`src/rtl/sprite_plotter.sv`:
```
// Cursor position and sprite rasteriser between the etch-a-sketch controller and the VGA adapter.
// Optional per-pixel transparency mask is enabled by defining SPRITE_MASK_EN.
module sprite_plotter #(
  parameter int X_W      = 8,
  parameter int Y_W      = 7,
  parameter int X_MAX    = 159,
  parameter int Y_MAX    = 119,
  parameter int SPRITE_W = 4,
  parameter int SPRITE_H = 4,
  parameter int STEP     = 1,
  parameter int X_INIT   = 78,
  parameter int Y_INIT   = 58
`ifdef SPRITE_MASK_EN
  ,
  parameter logic [SPRITE_W*SPRITE_H-1:0] SPRITE_MASK = '1
`endif
) (
  input  logic           clk,
  input  logic           reset,
  input  logic           pos_en,
  input  logic           plot_en,
  input  logic           dir_up,
  input  logic           dir_down,
  input  logic           dir_left,
  input  logic           dir_right,
  input  logic [2:0]     colour_in,
  output logic [X_W-1:0] pos_x,
  output logic [Y_W-1:0] pos_y,
  output logic [X_W-1:0] vga_x,
  output logic [Y_W-1:0] vga_y,
  output logic [2:0]     vga_colour,
  output logic           vga_plot,
  output logic           busy,
  output logic           done
);

  localparam int CXW = (SPRITE_W > 1) ? $clog2(SPRITE_W) : 1;
  localparam int CYW = (SPRITE_H > 1) ? $clog2(SPRITE_H) : 1;
  localparam logic [CXW-1:0] CX_LAST = CXW'(SPRITE_W - 1);
  localparam logic [CYW-1:0] CY_LAST = CYW'(SPRITE_H - 1);
  localparam logic [X_W:0]   X_LIM   = (X_W+1)'(X_MAX - SPRITE_W + 1);
  localparam logic [Y_W:0]   Y_LIM   = (Y_W+1)'(Y_MAX - SPRITE_H + 1);
  localparam logic [X_W:0]   X_STP   = (X_W+1)'(STEP);
  localparam logic [Y_W:0]   Y_STP   = (Y_W+1)'(STEP);

  typedef enum logic [1:0] {IDLE, DRAW, FIN} state_t;

  state_t         r_state, w_state_next;
  logic [X_W-1:0] r_pos_x, r_base_x, r_vga_x;
  logic [Y_W-1:0] r_pos_y, r_vga_y;
  logic [CXW-1:0] r_cx;
  logic [CYW-1:0] r_cy;
  logic [2:0]     r_vga_colour;
  logic           r_vga_plot, r_busy, r_done;

  logic [X_W-1:0] w_pos_x_n, w_base_x_n, w_vga_x_n, w_x_move, w_x_next;
  logic [Y_W-1:0] w_pos_y_n, w_vga_y_n, w_y_move, w_y_next;
  logic [CXW-1:0] w_cx_n;
  logic [CYW-1:0] w_cy_n;
  logic [2:0]     w_vga_colour_n;
  logic           w_vga_plot_n, w_last, w_first_on, w_step_on;
  logic [X_W:0]   w_x_inc;
  logic [Y_W:0]   w_y_inc;

  assign w_last  = (r_cx == CX_LAST) && (r_cy == CY_LAST);
  assign w_x_inc = {1'b0, r_pos_x} + X_STP;
  assign w_y_inc = {1'b0, r_pos_y} + Y_STP;

`ifdef SPRITE_MASK_EN
  localparam int IDXW = (SPRITE_W*SPRITE_H > 1) ? $clog2(SPRITE_W*SPRITE_H) : 1;
  logic [IDXW-1:0] w_idx, w_idx_inc;
  // Mask bit is looked up one pixel ahead so vga_plot stays registered.
  assign w_idx      = IDXW'(int'(r_cy) * SPRITE_W + int'(r_cx));
  assign w_idx_inc  = w_idx + 1'b1;
  assign w_first_on = SPRITE_MASK[0];
  assign w_step_on  = SPRITE_MASK[w_idx_inc];
`else
  assign w_first_on = 1'b1;
  assign w_step_on  = 1'b1;
`endif

  // Clamped move; opposing or absent directions leave the axis unchanged.
  always_comb begin
    w_x_move = r_pos_x;
    w_y_move = r_pos_y;
    if (dir_right && !dir_left)
      w_x_move = (w_x_inc > X_LIM) ? X_LIM[X_W-1:0] : w_x_inc[X_W-1:0];
    else if (dir_left && !dir_right)
      w_x_move = ({1'b0, r_pos_x} < X_STP) ? '0 : r_pos_x - X_STP[X_W-1:0];
    if (dir_down && !dir_up)
      w_y_move = (w_y_inc > Y_LIM) ? Y_LIM[Y_W-1:0] : w_y_inc[Y_W-1:0];
    else if (dir_up && !dir_down)
      w_y_move = ({1'b0, r_pos_y} < Y_STP) ? '0 : r_pos_y - Y_STP[Y_W-1:0];
    w_x_next = pos_en ? w_x_move : r_pos_x;
    w_y_next = pos_en ? w_y_move : r_pos_y;
  end

  always_ff @(posedge clk) begin
    if (reset) r_state <= IDLE;
    else       r_state <= w_state_next;
  end

  always_comb begin
    w_state_next = r_state;
    case (r_state)
      IDLE:    if (plot_en) w_state_next = DRAW;
      DRAW:    if (w_last)  w_state_next = FIN;
      FIN:     w_state_next = IDLE;
      default: w_state_next = IDLE;
    endcase
  end

  always_comb begin
    w_pos_x_n      = r_pos_x;
    w_pos_y_n      = r_pos_y;
    w_base_x_n     = r_base_x;
    w_vga_x_n      = r_vga_x;
    w_vga_y_n      = r_vga_y;
    w_vga_colour_n = r_vga_colour;
    w_cx_n         = r_cx;
    w_cy_n         = r_cy;
    w_vga_plot_n   = 1'b0;
    case (r_state)
      IDLE: begin
        w_pos_x_n = w_x_next;
        w_pos_y_n = w_y_next;
        if (plot_en) begin
          w_base_x_n     = w_x_next;
          w_vga_x_n      = w_x_next;
          w_vga_y_n      = w_y_next;
          w_vga_colour_n = colour_in;
          w_cx_n         = '0;
          w_cy_n         = '0;
          w_vga_plot_n   = w_first_on;
        end
      end
      DRAW: begin
        if (!w_last) begin
          w_vga_plot_n = w_step_on;
          if (r_cx == CX_LAST) begin
            w_cx_n    = '0;
            w_cy_n    = r_cy + 1'b1;
            w_vga_x_n = r_base_x;
            w_vga_y_n = r_vga_y + 1'b1;
          end else begin
            w_cx_n    = r_cx + 1'b1;
            w_vga_x_n = r_vga_x + 1'b1;
          end
        end
      end
      default: ;
    endcase
  end

  always_ff @(posedge clk) begin
    if (reset) begin
      r_pos_x      <= X_W'(X_INIT);
      r_pos_y      <= Y_W'(Y_INIT);
      r_base_x     <= '0;
      r_vga_x      <= '0;
      r_vga_y      <= '0;
      r_vga_colour <= '0;
      r_cx         <= '0;
      r_cy         <= '0;
      r_vga_plot   <= 1'b0;
      r_busy       <= 1'b0;
      r_done       <= 1'b0;
    end else begin
      r_pos_x      <= w_pos_x_n;
      r_pos_y      <= w_pos_y_n;
      r_base_x     <= w_base_x_n;
      r_vga_x      <= w_vga_x_n;
      r_vga_y      <= w_vga_y_n;
      r_vga_colour <= w_vga_colour_n;
      r_cx         <= w_cx_n;
      r_cy         <= w_cy_n;
      r_vga_plot   <= w_vga_plot_n;
      r_busy       <= (w_state_next != IDLE);
      r_done       <= (w_state_next == FIN);
    end
  end

  assign pos_x      = r_pos_x;
  assign pos_y      = r_pos_y;
  assign vga_x      = r_vga_x;
  assign vga_y      = r_vga_y;
  assign vga_colour = r_vga_colour;
  assign vga_plot   = r_vga_plot;
  assign busy       = r_busy;
  assign done       = r_done;

endmodule

```
`config.mk`:
```
export PLATFORM = sky130hd
export DESIGN_NAME = sprite_plotter
export DESIGN_NICKNAME = d
export VERILOG_FILES = /design/src/rtl/sprite_plotter.sv
export SDC_FILE = /design/constraint.sdc
export NUM_CORES = 1
export LEC_CHECK = 0
export CAP_MARGIN = 20
export CORE_UTILIZATION = 56
export DETAILED_ROUTE_END_ITERATION = 16
export HOLD_SLACK_MARGIN = 0.15
export PLACE_DENSITY = 0.92
export SLEW_MARGIN = 10
export SYNTH_ARGS = -nofsm -noshare
export SYNTH_HDL_FRONTEND = slang
export SYNTH_SLANG_ARGS = --single-unit
```
`constraint.sdc`:
```
create_clock -name clk -period 2.92 [get_ports clk]
set_clock_uncertainty 0.15 [all_clocks]
set_input_delay 0.584 -clock clk [delete_from_list [all_inputs] [get_ports clk]]
set_output_delay 0.584 -clock clk [all_outputs]
set_load 0.005 [all_outputs]
```
==> metrics <==
Clk Latency, worst-skew pair 0.32 ns; total chip power 1.81 mW; crit share post-route 92.0%; drt via density 6.65; Setup violations, final 0; Remaining DRCs 0; Die X 82.5 um; Pwr per Cell Area 421 nW/um2; Post-Route Setup TNS 0 ns; Yosys reg bits 50; Worst VDD drop 0.000340 V; final hold violation count 0; post-DP HPWL 7680 um; CP max FO 9; met2 usage 55.8%; crit path time final 2.69 ns; Initial Util 59.5%; status finished clean; number of library cell types mapped by synthesis 68; grt met3 use 4.84%; Main synth FF type dfxtp_1; Leakage Power 1.61 nW; worst-margin pin slew 0.602 ns; type of origin of the critical path flip-flop; Sink Count 50; initial antenna violation count 0; drt initial violations 451; wirelength, routed 10800 um; first-pass GRT wire length 17000 um; I/O Pins 47; Seq/Total Area, Yosys 27.6%; layout cells sized above 1 10.4%; GRT Max-Usage Layer met2; CORE AREA 6100 um2; Syn Area/Cell 7.15 um2; 1st-pass router iterations 5; Placer Congestion 0.964; Layout area overhead 18.6%; largest net degree at the start of global routing 34; Final #Nets 568; DR WL/cell 17.4 um; row count 28; CTS clk-pin slew, worst paths 0.09 ns; die height 82.5 um; Port Buffer Count 46; clk buf depth 2; Slew Viols, Final 0; Worst Path Arrival 2.71 ns; H-Tree Depth 2; Hold Path Class reg -> reg; Yosys warning count 0; Resize count post-CTS 0; Hold Buf Count CTS 0; Crit. End Element flip-flop; fraction of registers with async set/reset 0%; GRT Util Overall 32.6%; Post-synth EDFFs 0; die footprint 6800 um2; RSZ-0062 raised after global routing false; Syn Std Cell Area 3630 um2; Mapped Nets 527; GR Overflow Total 0; Root Driver clkbuf_8; Post-CTS Setup Bufs 0; clock tree from TritonCTS built; met1 Track Usage GR 39.7%; max cap viols 0; Num CTS Buffers 5; Slew headroom 59.9%; Worst Path Required 2.94 ns; # diodes 0; vias in the first global route 3778; Cells after Synth 507; via count 4152; fmax 372 MHz; Routed Antenna Nets 0; critical path class reg -> reg
kinds of logic after synthesis:
family                   synth area share (%)
AO/OA/AOI/OAI                            29.0
XOR/XNOR                                 1.45
adder cells (fa/ha/maj)                  3.11
buffers and inverters                    6.00
flip-flops                               27.6
multiplexers                             2.04
AND/OR/NAND/NOR                          30.8
where the power goes:
group,internal (mW),switching (mW)
registers,0.732,0.0742
clock network,0.253,0.249
logic,0.233,0.271
area by class of cell:
type                    instances  area [um2]
repair buffers                 72         651
multi-input cells             409        2410
inverters                      10        37.5
fillers                       516        1800
well taps                      75        93.8
clock buffers                   5        68.8
flip-flops and latches         50        1000
clock inverters                 3        40.0
per-layer routing:
| layer | up-vias | routed length [um] |
|---|---|---|
| met5 | - | 0 |
| met2 | 235 | 5190 |
| met4 | 0 | 467 |
| li1 | 1928 | - |
| met1 | 1931 | 4370 |
| met3 | 58 | 803 |
critical path: stages (launching register included):
cell	delay (ns)
dfxtp_1	0.32
ha_1	0.32
nand3_2	0.18
nor3_1	0.06
or4_4	0.57
a21oi_1	0.24
nor2_1	0.09
o21ai_0	0.47
a211oi_1	0.16
flip-flops by register name, summed over array words and instances (netlist names):
register and flops:
r_state 2, r_base_x 8, vga_plot 1, vga_y 7, done 1, r_cy 2
busy 1, r_cx 2, vga_colour 3, pos_x 8, pos_y 7, vga_x 8
final timing paths:
| check | slack (ns) | from | endpoint | cells past startpoint |
|---|---|---|---|---|
| hold / removal | 0.31 | r_cx[1]$_SDFFE_PP0P_ | r_cx[1]$_SDFFE_PP0P_ | 2 |
| setup / recovery | 0.23 | pos_x[0]$_SDFFE_PP0P_ | vga_x[2]$_SDFFE_PP0P_ | 8 |
| hold reg to reg | 0.31 | r_cx[1]$_SDFFE_PP0P_ | r_cx[1]$_SDFFE_PP0P_ | 2 |
| setup reg to reg | 0.23 | pos_x[0]$_SDFFE_PP0P_ | vga_x[2]$_SDFFE_PP0P_ | 8 |
synth_stat cells, drive strengths merged (10+ instances only):
cell / instances / area share (%)
a211oi: 12 / 2.6
a21oi: 54 / 7.5
buf: 14 / 2.5
clkbuf: 24 / 2.5
dfxtp: 50 / 28
inv: 10 / 1.0
nand2: 55 / 5.9
nand3: 18 / 2.6
nor2: 66 / 6.9
nor3: 23 / 3.2
o21ai: 33 / 4.6
metrics by stage:
step / hold WS [ns] / cells / instance area (um2) / setup slack [ns] / utilization [%]
final: 0.312 / 624 / 4300 / 0.235 / 70.5
after global routing: 0.332 / 624 / 4300 / 0.175 / 70.5
after CTS: 0.314 / 624 / 4300 / 0.308 / 70.5
after detailed placement: 0.301 / 616 / 4190 / 0.0605 / 68.7
after global placement: 0.292 / 616 / 4190 / 0.125 / 68.7
after floorplan: 0.286 / 507 / 3630 / 0.627 / -
cells in the final DEF, fill, tap and decap left out, types with 4 or more instances in the layout:
master            n
nor2b_1           8
inv_1            10
a21oi_1          54
dfxtp_1          50
nand3_1          17
clkbuf_8          5
nand2_1          54
nor4_1            4
nor2_1           65
nor3_1           23
o211ai_1          6
buf_4            26
ha_1              9
o21ai_0          32
o31ai_1           4
clkdlybuf4s50_1  45
or3_1             4
nand2b_1          7
and2_1            4
nand4_1           8
mux2i_1           4
a31oi_1           7
a211oi_1         11
xnor2_1           5
o22ai_1           7
or2_2             4
and3_1            9
(Power assumes the default switching activity.)
